$ cat src/rtl/host_cmd_ctrl.sv
// Host command interpreter: pops READ/WRITE command bytes from the rx FIFO, drives the 16-bit register bus, and returns read data through the tx FIFO.
// Each byte pop takes 2 cycles. Waits in IDLE while rx is empty and stalls in TXH/TXL while tx is full.
module host_cmd_ctrl #(
  parameter int RD_LAT = 1
) (
  input  logic        clk,
  input  logic        rst,
  input  logic [7:0]  rx_rd,
  output logic        rx_re,
  input  logic        rx_emp,
  input  logic        rx_aemp,
  output logic [7:0]  tx_wd,
  output logic        tx_we,
  input  logic        tx_ful,
  input  logic        tx_aful,
  output logic [15:0] bus_addr,
  output logic [15:0] bus_wdata,
  output logic        bus_wr,
  output logic        bus_rd,
  input  logic [15:0] bus_rdata,
  output logic        busy
);

  typedef enum logic [2:0] {
    IDLE  = 3'd0,
    CAPT  = 3'd1,
    EXEC  = 3'd2,
    RWAIT = 3'd3,
    TXH   = 3'd4,
    TXL   = 3'd5
  } state_t;

  localparam logic [3:0] LAT_LAST = 4'(RD_LAT - 1);

  state_t      state;
  state_t      state_nxt;
  logic [2:0]  cnt;
  logic        is_wr;
  logic [3:0]  lat_cnt;
  logic [15:0] hold;
  logic        rx_re_q;
  logic        tx_we_q;
  logic        rd_busy;
  logic        wr_busy;
  logic        op_valid;
  logic        cmd_done;
  logic        lat_last;

  // The almost-empty/full terms use last cycle's strobe: that pop or push may not be reflected in the flags yet.
  assign rd_busy  = rx_emp | (rx_aemp & rx_re_q);
  assign wr_busy  = tx_ful | (tx_aful & tx_we_q);
  assign op_valid = (rx_rd == 8'h00) | (rx_rd == 8'h01);
  assign cmd_done = is_wr ? (cnt == 3'd4) : (cnt == 3'd2);
  assign lat_last = (lat_cnt == LAT_LAST);

  always_ff @(posedge clk or posedge rst) begin
    if (rst) begin
      state <= IDLE;
    end else begin
      state <= state_nxt;
    end
  end

  always_comb begin
    state_nxt = state;
    case (state)
      IDLE:    if (!rd_busy) state_nxt = CAPT;
      CAPT:    state_nxt = cmd_done ? EXEC : IDLE;
      EXEC:    state_nxt = is_wr ? IDLE : RWAIT;
      RWAIT:   if (lat_last) state_nxt = TXH;
      TXH:     if (!wr_busy) state_nxt = TXL;
      TXL:     if (!wr_busy) state_nxt = IDLE;
      default: state_nxt = IDLE;
    endcase
  end

  always_comb begin
    rx_re  = 1'b0;
    tx_we  = 1'b0;
    tx_wd  = hold[15:8];
    bus_wr = 1'b0;
    bus_rd = 1'b0;
    busy   = (cnt != 3'd0) | ((state != IDLE) & (state != CAPT));
    case (state)
      IDLE: rx_re = !rd_busy & !rst;
      EXEC: begin
        bus_wr = is_wr;
        bus_rd = !is_wr;
      end
      TXH:  tx_we = !wr_busy;
      TXL: begin
        tx_we = !wr_busy;
        tx_wd = hold[7:0];
      end
      default: ;
    endcase
  end

  always_ff @(posedge clk or posedge rst) begin
    if (rst) begin
      cnt       <= 3'd0;
      is_wr     <= 1'b0;
      lat_cnt   <= 4'd0;
      hold      <= 16'h0000;
      bus_addr  <= 16'h0000;
      bus_wdata <= 16'h0000;
      rx_re_q   <= 1'b0;
      tx_we_q   <= 1'b0;
    end else begin
      rx_re_q <= rx_re;
      tx_we_q <= tx_we;
      case (state)
        CAPT: begin
          // An unknown opcode leaves the counter at 0 so the next byte is again an opcode.
          if (cnt != 3'd0 || op_valid) cnt <= cnt + 3'd1;
          case (cnt)
            3'd0: is_wr <= rx_rd[0];
            3'd1: bus_addr[15:8]  <= rx_rd;
            3'd2: bus_addr[7:0]   <= rx_rd;
            3'd3: bus_wdata[15:8] <= rx_rd;
            3'd4: bus_wdata[7:0]  <= rx_rd;
            default: ;
          endcase
        end
        EXEC: begin
          lat_cnt <= 4'd0;
          if (is_wr) cnt <= 3'd0;
        end
        RWAIT: begin
          lat_cnt <= lat_cnt + 4'd1;
          if (lat_last) hold <= bus_rdata;
        end
        TXL: if (!wr_busy) cnt <= 3'd0;
        default: ;
      endcase
    end
  end

endmodule

$ cat config.mk
export PLATFORM = sky130hd
export DESIGN_NAME = host_cmd_ctrl
export DESIGN_NICKNAME = d
export VERILOG_FILES = /design/src/rtl/host_cmd_ctrl.sv
export SDC_FILE = /design/constraint.sdc
export NUM_CORES = 1
export LEC_CHECK = 0
export ABC_AREA = 1
export CAP_MARGIN = 20
export CORE_ASPECT_RATIO = 1.2
export CORE_MARGIN = 2
export CORE_UTILIZATION = 40
export CTS_BUF_LIST = sky130_fd_sc_hd__clkbuf_8
export DETAILED_ROUTE_END_ITERATION = 8
export GPL_TIMING_DRIVEN = 0
export PLACE_DENSITY_LB_ADDON = 0.25
export SYNTH_ARGS = -nofsm -noshare
export SYNTH_HDL_FRONTEND = slang
export SYNTH_SLANG_ARGS = --single-unit
$ cat constraint.sdc
create_clock -name clk -period 2.24 [get_ports clk]
set_clock_uncertainty 0.05 [all_clocks]
set_input_delay 0.672 -clock clk [delete_from_list [all_inputs] [get_ports clk]]
set_output_delay 0.672 -clock clk [all_outputs]
set_load 0.01 [all_outputs]
# After elaboration in Yosys (flattened, before gate mapping)
# Index checks and enable logic that the tools add are counted.
[op_classes] muxes=17 n_bitwise=8 addsub=2 n_eq_ne=17 n_reduce_logical=22
[ops] operator="3-bit 2-to-1 mux" count=6
[ops] operator="3-bit one-hot mux with 6 select lines" count=1
[ops] operator="3-bit by 2-bit equality test with 1-bit output (second input constant)" count=4
[ops] operator="2-bit != test (second input constant)" count=6
[ops] operator="2-bit AND reduction" count=6
[ops] operator="3-bit equality test (second input constant)" count=3
[ops] operator="3-bit one-hot mux with 3 select lines" count=1
[ops] operator="3-bit nonzero test" count=3
[ops] operator="8-bit by 1-bit equality test with 1-bit output (second input constant)" count=1
[ops] operator="8-bit zero test" count=1
[ops] operator="8-bit 2-to-1 mux" count=1
[ops] operator="4-bit one-hot mux with 2 select lines" count=1
[ops] operator="4-bit AND reduction" count=2
[ops] operator="3-bit by 1-bit equality test with 1-bit output (second input constant)" count=2
[ops] operator="3-bit zero test" count=2
[ops] operator="1-bit 2-to-1 mux" count=5
[ops] operator="4-bit by 1-bit adder with 4-bit output (second input constant)" count=1
[ops] operator="1-bit bitwise AND" count=4
[ops] operator="1-bit zero test" count=4
[ops] operator="4-bit zero test" count=1
[ops] operator="2-bit 2-to-1 mux" count=2
[ops] operator="1-bit bitwise OR" count=4
[ops] operator="3-bit by 1-bit adder with 3-bit output (second input constant)" count=1
[ops] operator="3-bit by 1-bit != test with 1-bit output (second input constant)" count=1
[ops] operator="other kinds (3)" count=3
[word_totals] reg_bits=61 inputBits=30

# Depth between registers and ports, before layout
# Gate-level depths: netlist of run 1.
[logic_depth] depth_word=5 mapped_depth=8

# Worst setup path after synthesis of run 1
# OpenSTA, ideal clock, no wires.
[synth_timing] path_type="input-to-output" start="input port rx_aemp" end="output port rx_re" setup_slack_ns=0.268 t_arrival_ns=1.250 stages=2 cell_sequence="a21o_1 > nor4_1"
[synth_via] elab_chain_len=5
[synth_rtl] item="start, declared" line="11" text="input logic rx_aemp,"
[synth_rtl] item="1-bit bitwise AND" line="50" text="assign rd_busy = rx_emp | (rx_aemp & rx_re_q);"
[synth_rtl] item="1-bit bitwise OR" line="50"
[synth_rtl] item="1-bit zero test" line="85" text="IDLE: rx_re = !rd_busy & !rst;"
[synth_rtl] item="1-bit bitwise AND" line="85"
[synth_rtl] item="1-bit 2-to-1 mux" line="84" text="case (state)"
[synth_rtl] item="end, declared" line="9" text="output logic rx_re,"
# Every way passes these cells.

# Worst setup path after layout of run 1
[layout_timing] start="register state[1]" end="output port tx_wd[0]"
[layout_via] elab_chain_len=2
[layout_rtl] item="start, declared" line="35" text="state_t state;"
[layout_rtl] item="start signal, assigned" line="60" text="state <= state_nxt;"
[layout_rtl] item="3-bit equality test" line="84"
[layout_rtl] item="8-bit 2-to-1 mux" line="84"
[layout_rtl] item="end, declared" line="12" text="output logic [7:0] tx_wd,"
# Every way passes these cells.

==> metrics.txt, run 1 <==
status finished clean; CTS tree yes; share of cells above drive strength 1 0.152; CP Class reg2out; Startpoint Class flip-flop; Worst R2R Start state[2]$_DFFE_PP0P_; crit path DAT roughly 1.5 ns; Slew @ Worst Pin 0.458 ns; Mean Syn Cell Area between 8 and 9 um2; DR vias ~2400; Die Ht roughly 95 um; synthesis-stage register bit count 61; Final period util 0.975; post-detail-place hpwl 4.58 mm; I/O pin cnt between 70 and 80; ANT nets after route 0; Crit path required time around 1.5 ns; clock insertion delay at the later pin of the skew report 0.33 ns; hold slack ~0.35 ns; vias per cell 4.71; Die W a little under 80 um; Final min period 2.18 ns; Clock Tree Root clkbuf_8; Pleak ~2.0 nW; Max Cap Viol 0; Final GP Congestion around 0.84; Initial Utilization 0.406; worst hold-check path type in2async; critical path capture point type output port; largest net degree at the start of global routing 42; post-placement cell area 3600 um2; Async SR Flop Fraction 1.00; row count 33; initial antenna violation count 0; top cell type's share of synthesized area 0.559; max-slew violations 0; multi-input gate area in the final layout about 1000 um2; power per standard cell area 1370 nW/um2; Finished Cell Area ~3900 um2; maximum VDD drop between 0.0006 and 0.0007 V; Diodes inserted 0; Netlist cell types 26; RSZ-0062 raised after global routing yes; wire length per cell around 13 um; H-tree depth 3; Die Area 7510 um2; Cell Area, Synth about 2700 um2; Post-synth top cells nand2_1 (98), dfrtp_1 (61), o21ai_0 (47); final setup violating endpoints 0; # nets final approximately 450; Top FF cell, synth dfrtp_1; global-route wire length before repair between 10 and 15 mm; Tot Pwr about 5.4 mW; Routed WL about 6.3 mm; DRC Markers 0; All-Layer GR Usage 0.185; Mapped Cells roughly 320; port bufs 74; Hold Vio Cnt, Final 0; Clock Tree Buf Depth 2; Detailed Routing Iterations Pass 1 4; FMAX 458 MHz; Slew headroom 0.694; Filler cells 610; GRT overflow 0; Crit Path Max Fanout 10; Synth Warn # 0; Clock Sink Count between 60 and 70; clk slew on worst S/H paths approximately 0.08 ns; sequential share of the synthesized area 0.559; Post-Synthesis Net Count approximately 350; core area around 6700 um2; CTS Buf Count 9; non-filler cells in the finished layout 501; Synth area leaders dfrtp_1 (56%), nand2_1 (13%), o21ai_0 (8.6%); setup ws final ~0.057 ns; most frequent cell after synthesis nand2_1; worst slack at placement -0.613 ns; DR iter-0 viols about 140; vias in the first global route 2337; Area Growth Syn to Fin 43.4%; Post-synth EDFFs 0; leading area contributor after synthesis dfrtp_1; Worst Setup SP state[1]$_DFFE_PP0P_; placed insts approximately 480; register area roughly 1500 um2
-- worst max-delay path: stages, from the launching register on --
cell and delay, ns:
dfrtp_2 0.42, inv_2 0.09, nand3_4 0.10, buf_8 0.16
nand2_1 0.06, nand2_1 0.06, clkdlybuf4s15_1 0.23
-- final cells by class --
| type | instances | share of cell area |
|---|---|---|
| Tap cell | 87 | 0.0278 |
| Multi-Input combinational cell | 203 | 0.268 |
| Inverter | 43 | 0.0431 |
| Sequential cell | 61 | 0.391 |
| Timing Repair Buffer | 83 | 0.204 |
| Clock buffer | 9 | 0.0316 |
| Buffer | 8 | 0.0160 |
| Clock inverter | 7 | 0.0188 |
-- per-stage QoR --
stage                      util  setup TNS [ns]
after floorplan               -               0
after global placement    0.532          -72.22
after detailed placement  0.535           -2.09
after CTS                 0.578          -0.114
after global routing      0.582        -0.00401
final                     0.582               0
-- layer usage --
layer,part of all wire,track usage,up-vias,wire [um]
met5,0,0,-,0
met4,0.018,0.0905,0,116
met3,0.056,0.0354,15,353
met2,0.48,0.304,79,3060
met1,0.44,0.234,1073,2820
li1,-,-,1193,-
-- final timing paths --
| path | end | slack (ns) | depth (start not counted) |
|---|---|---|---|
| max | tx_wd[0] | 0.06 | 6 |
| min | bus_addr[10]$_DFFE_PP0P_ | 0.35 | 2 |
| max reg2reg | bus_addr[1]$_DFFE_PP0P_ | 0.48 | 5 |
| min reg2reg | lat_cnt[3]$_DFFE_PP0P_ | 0.42 | 1 |
| max in group asynchronous | state[1]$_DFFE_PP0P_ | 1.21 | 3 |
| min in group clk | lat_cnt[3]$_DFFE_PP0P_ | 0.42 | 1 |
-- timing repair --
action | 4_1_cts | 5_1_grt
buffers inserted | 7 | 1
endpoints found under the hold margin | 0 | 0
endpoints found under the setup margin | 13 | 11
resized for setup | 41 | 19
pin swaps | 3 | 2
hold buffers | 0 | 0
-- sequential cells by signal, indices dropped and copies added (netlist names) --
| register | cells |
|---|---|
| hold | 16 |
| bus_wdata | 16 |
| lat_cnt | 4 |
| state | 3 |
| is_wr | 1 |
| rx_re_q | 1 |
| tx_we_q | 1 |
| cnt | 3 |
| bus_addr | 16 |
-- cells by family after synthesis --
family,synth area share
AO/OA/AOI/OAI,0.110
XOR/XNOR,0.00321
adder cells (fa/ha/maj),0.0320
buffers and inverters,0.0792
flip-flops,0.559
AND/OR/NAND/NOR,0.217
-- placed cells by master, fill, tap and decap left out, types with 6 or more instances in the layout --
cell type and instances:
buf_4 8, ha_1 6, clkdlybuf4s15_1 7, o21ai_1 7
clkdlybuf4s50_1 56, nand2_1 97, dfrtp_1 58, buf_2 6
o21ai_0 47, clkbuf_8 9, nand3_1 7, inv_1 37
nor2_1 13
-- report_power, final --
group          internal (mW)  leakage (nW)  total (mW)  switching, mW
clock network          0.519         0.100       0.973          0.454
registers               1.63         0.737        1.94          0.311
logic                   1.20          1.13        2.45           1.25
total                   3.35          1.97        5.36           2.01
Power figures use the tool's default switching activity.
==> run 2: changes to the inputs <==
Settings changed: DONT_BUFFER_PORTS from default to 1.
==> metrics.txt, run 2 (synthesized netlist as in run 1, its figures left out) <==
status finished clean; power per standard cell area ~1500 nW/um2; DR vias around 2000; CTS tree yes; CP max stage delay roughly 0.45 ns; Regs by FF count bus_addr: 16 flops, bus_wdata: 16 flops, hold: 16 flops; Crit Path Max Fanout 10; largest net degree at the start of global routing 36; Slew @ Worst Pin 0.588 ns; row count 33; RSZ-0062 raised after global routing yes; sequential power share 0.479; Clock Sink Count a little over 60; clock insertion delay at the later pin of the skew report about 0.34 ns; Max Cap Viol 0; hold slack approximately 0.23 ns; Pleak about 1.6 nW; initial antenna violation count 0; non-filler cells in the finished layout 419; vias per cell slightly below 5; Clock Tree Root clkbuf_8; Clock Tree Buf Depth 2; combinational share of power 0.301; share of cells above drive strength 1 0.127; clk slew on worst S/H paths about 0.080 ns; maximum VDD drop roughly 0.00069 V; sw frac 0.412; Routed WL 5.98 mm; post-detail-place hpwl 4.30 mm; Die W just under 80 um; Final GP Congestion between 0.8 and 0.9; Initial Utilization 0.406; CP most frequent cell nand2_1; global-route wire length before repair 9.76 mm; All-Layer GR Usage 0.171; DRC Markers 0; worst-path cell chain inv_1 > nand3_1 > buf_4 > nand2_1 > nand2_1; Crit path required time 1.52 ns; crit path DAT 1.43 ns; Clk network pwr share 0.220; Finished Cell Area approximately 3100 um2; Final min period 2.15 ns; I/O pin cnt 75; max-slew violations 0; Slew headroom 0.608; H-tree depth 3; port bufs 0; critical path capture point type output port; worst hold-check path type in2async; Internal 2.63 mW; most frequent cells in the layout nand2_1 (98), dfrtp_1 (59), o21ai_0 (46), inv_1 (39), nor2_1 (14); Final period util 0.959; CTS Buf Count 9; hold_buf cts 0; Startpoint Class flip-flop; FMAX around 470 MHz; core area between 6000 and 7000 um2; Detailed Routing Iterations Pass 1 4; Diodes inserted 0; post-placement cell area 2860 um2; slowest stage cell, crit path dfrtp_2; Area Growth Syn to Fin 12.8%; worst slack at placement around 0.18 ns; delay-heaviest family, CP flip-flops; wire length per cell approximately 14 um; commonest non-fill, non-tap cell in the layout nand2_1; Hold Vio Cnt, Final 0; Die Area between 7000 and 8000 um2; setup ws final approximately 0.092 ns; placed insts between 400 and 500; GRT overflow 0; ANT nets after route 0; DR iter-0 viols around 160; vias in the first global route between 2000 and 2500; CP Class reg2out; final setup violating endpoints 0; Net Sw Power 1.84 mW; # nets final ~360; Die Ht between 90 and 100 um; CP bufs+invs 2
==> run 2: area by class of cell <==
cell class | count | area [um2]
clock inverters | 7 | 75.1
plain buffers | 8 | 55.1
well taps | 87 | 109
inverters | 43 | 161
multi-input cells | 203 | 1010
flip-flops and latches | 61 | 1530
repair buffers | 1 | 20.0
clock buffers | 9 | 124
fillers | 652 | 3650
==> run 2: worst paths after layout <==
| path | startpoint | end | depth (start not counted) | slack (ns) |
|---|---|---|---|---|
| max | state[1]$_DFFE_PP0P_ | tx_wd[4] | 5 | 0.09 |
| min | rst | hold[9]$_DFFE_PP0P_ | 1 | 0.23 |
| max reg2reg | cnt[0]$_DFFE_PP0P_ | bus_addr[3]$_DFFE_PP0P_ | 6 | 0.59 |
| min reg2reg | hold[15]$_DFFE_PP0P_ | hold[15]$_DFFE_PP0P_ | 2 | 0.44 |
| max in group asynchronous | rst | state[1]$_DFFE_PP0P_ | 2 | 1.32 |
| min in group clk | rst | rx_re_q$_DFF_PP0_ | 1 | 0.36 |
==> run 2: timing repair <==
item	CTS	global route
resized for setup	4	3
endpoints found under the setup margin	9	11
buffers inserted	0	0
==> run 2: worst reg2reg max path, delay by kind of cell (launching register included) <==
| kind | cells | cell delay (ns) |
|---|---|---|
| AO/OA/AOI/OAI | 1 | 0.08 |
| buffers and inverters | 2 | 0.42 |
| AND/OR/NAND/NOR | 2 | 0.41 |
| flip-flops | 1 | 0.43 |
| adder cells (fa/ha/maj) | 1 | 0.15 |
==> run 2: through the flow <==
step / setup TNS, ns / power (mW) / util
2_1_floorplan: 0 / 3.15 / -
3_3_place_gp: -43.17 / 3.44 / 0.422
3_5_place_dp: 0 / 3.50 / 0.425
4_1_cts: 0 / 4.52 / 0.456
5_1_grt: -0.0244 / 4.86 / 0.458
6_report: 0 / 4.47 / 0.458
==> run 2: layer usage <==
| layer | vias to the layer above | part of all wire | global-route usage |
|---|---|---|---|
| met5 | - | 0 | 0 |
| met4 | 0 | 0.013 | 0.0603 |
| met3 | 10 | 0.069 | 0.0669 |
| met2 | 65 | 0.47 | 0.279 |
| met1 | 963 | 0.45 | 0.204 |
| li1 | 1020 | - | - |
==> run 2: power by group through the flow <==
stage               Combinational, mW  Sequential, mW  Clock, mW
floorplan                        1.10            2.05          0
global placement                 1.30            2.14          0
detailed placement               1.35            2.16          0
CTS                              1.36            2.14       1.02
global route                     1.59            2.21       1.06
finish                           1.35            2.14      0.983
==> run 3: changes to the inputs <==
Settings changed: CAP_MARGIN 20 to 15, DONT_BUFFER_PORTS 1 to default.
==> results of run 3 <==
The final DEF is identical to that of run 1; final timing and power are the same.
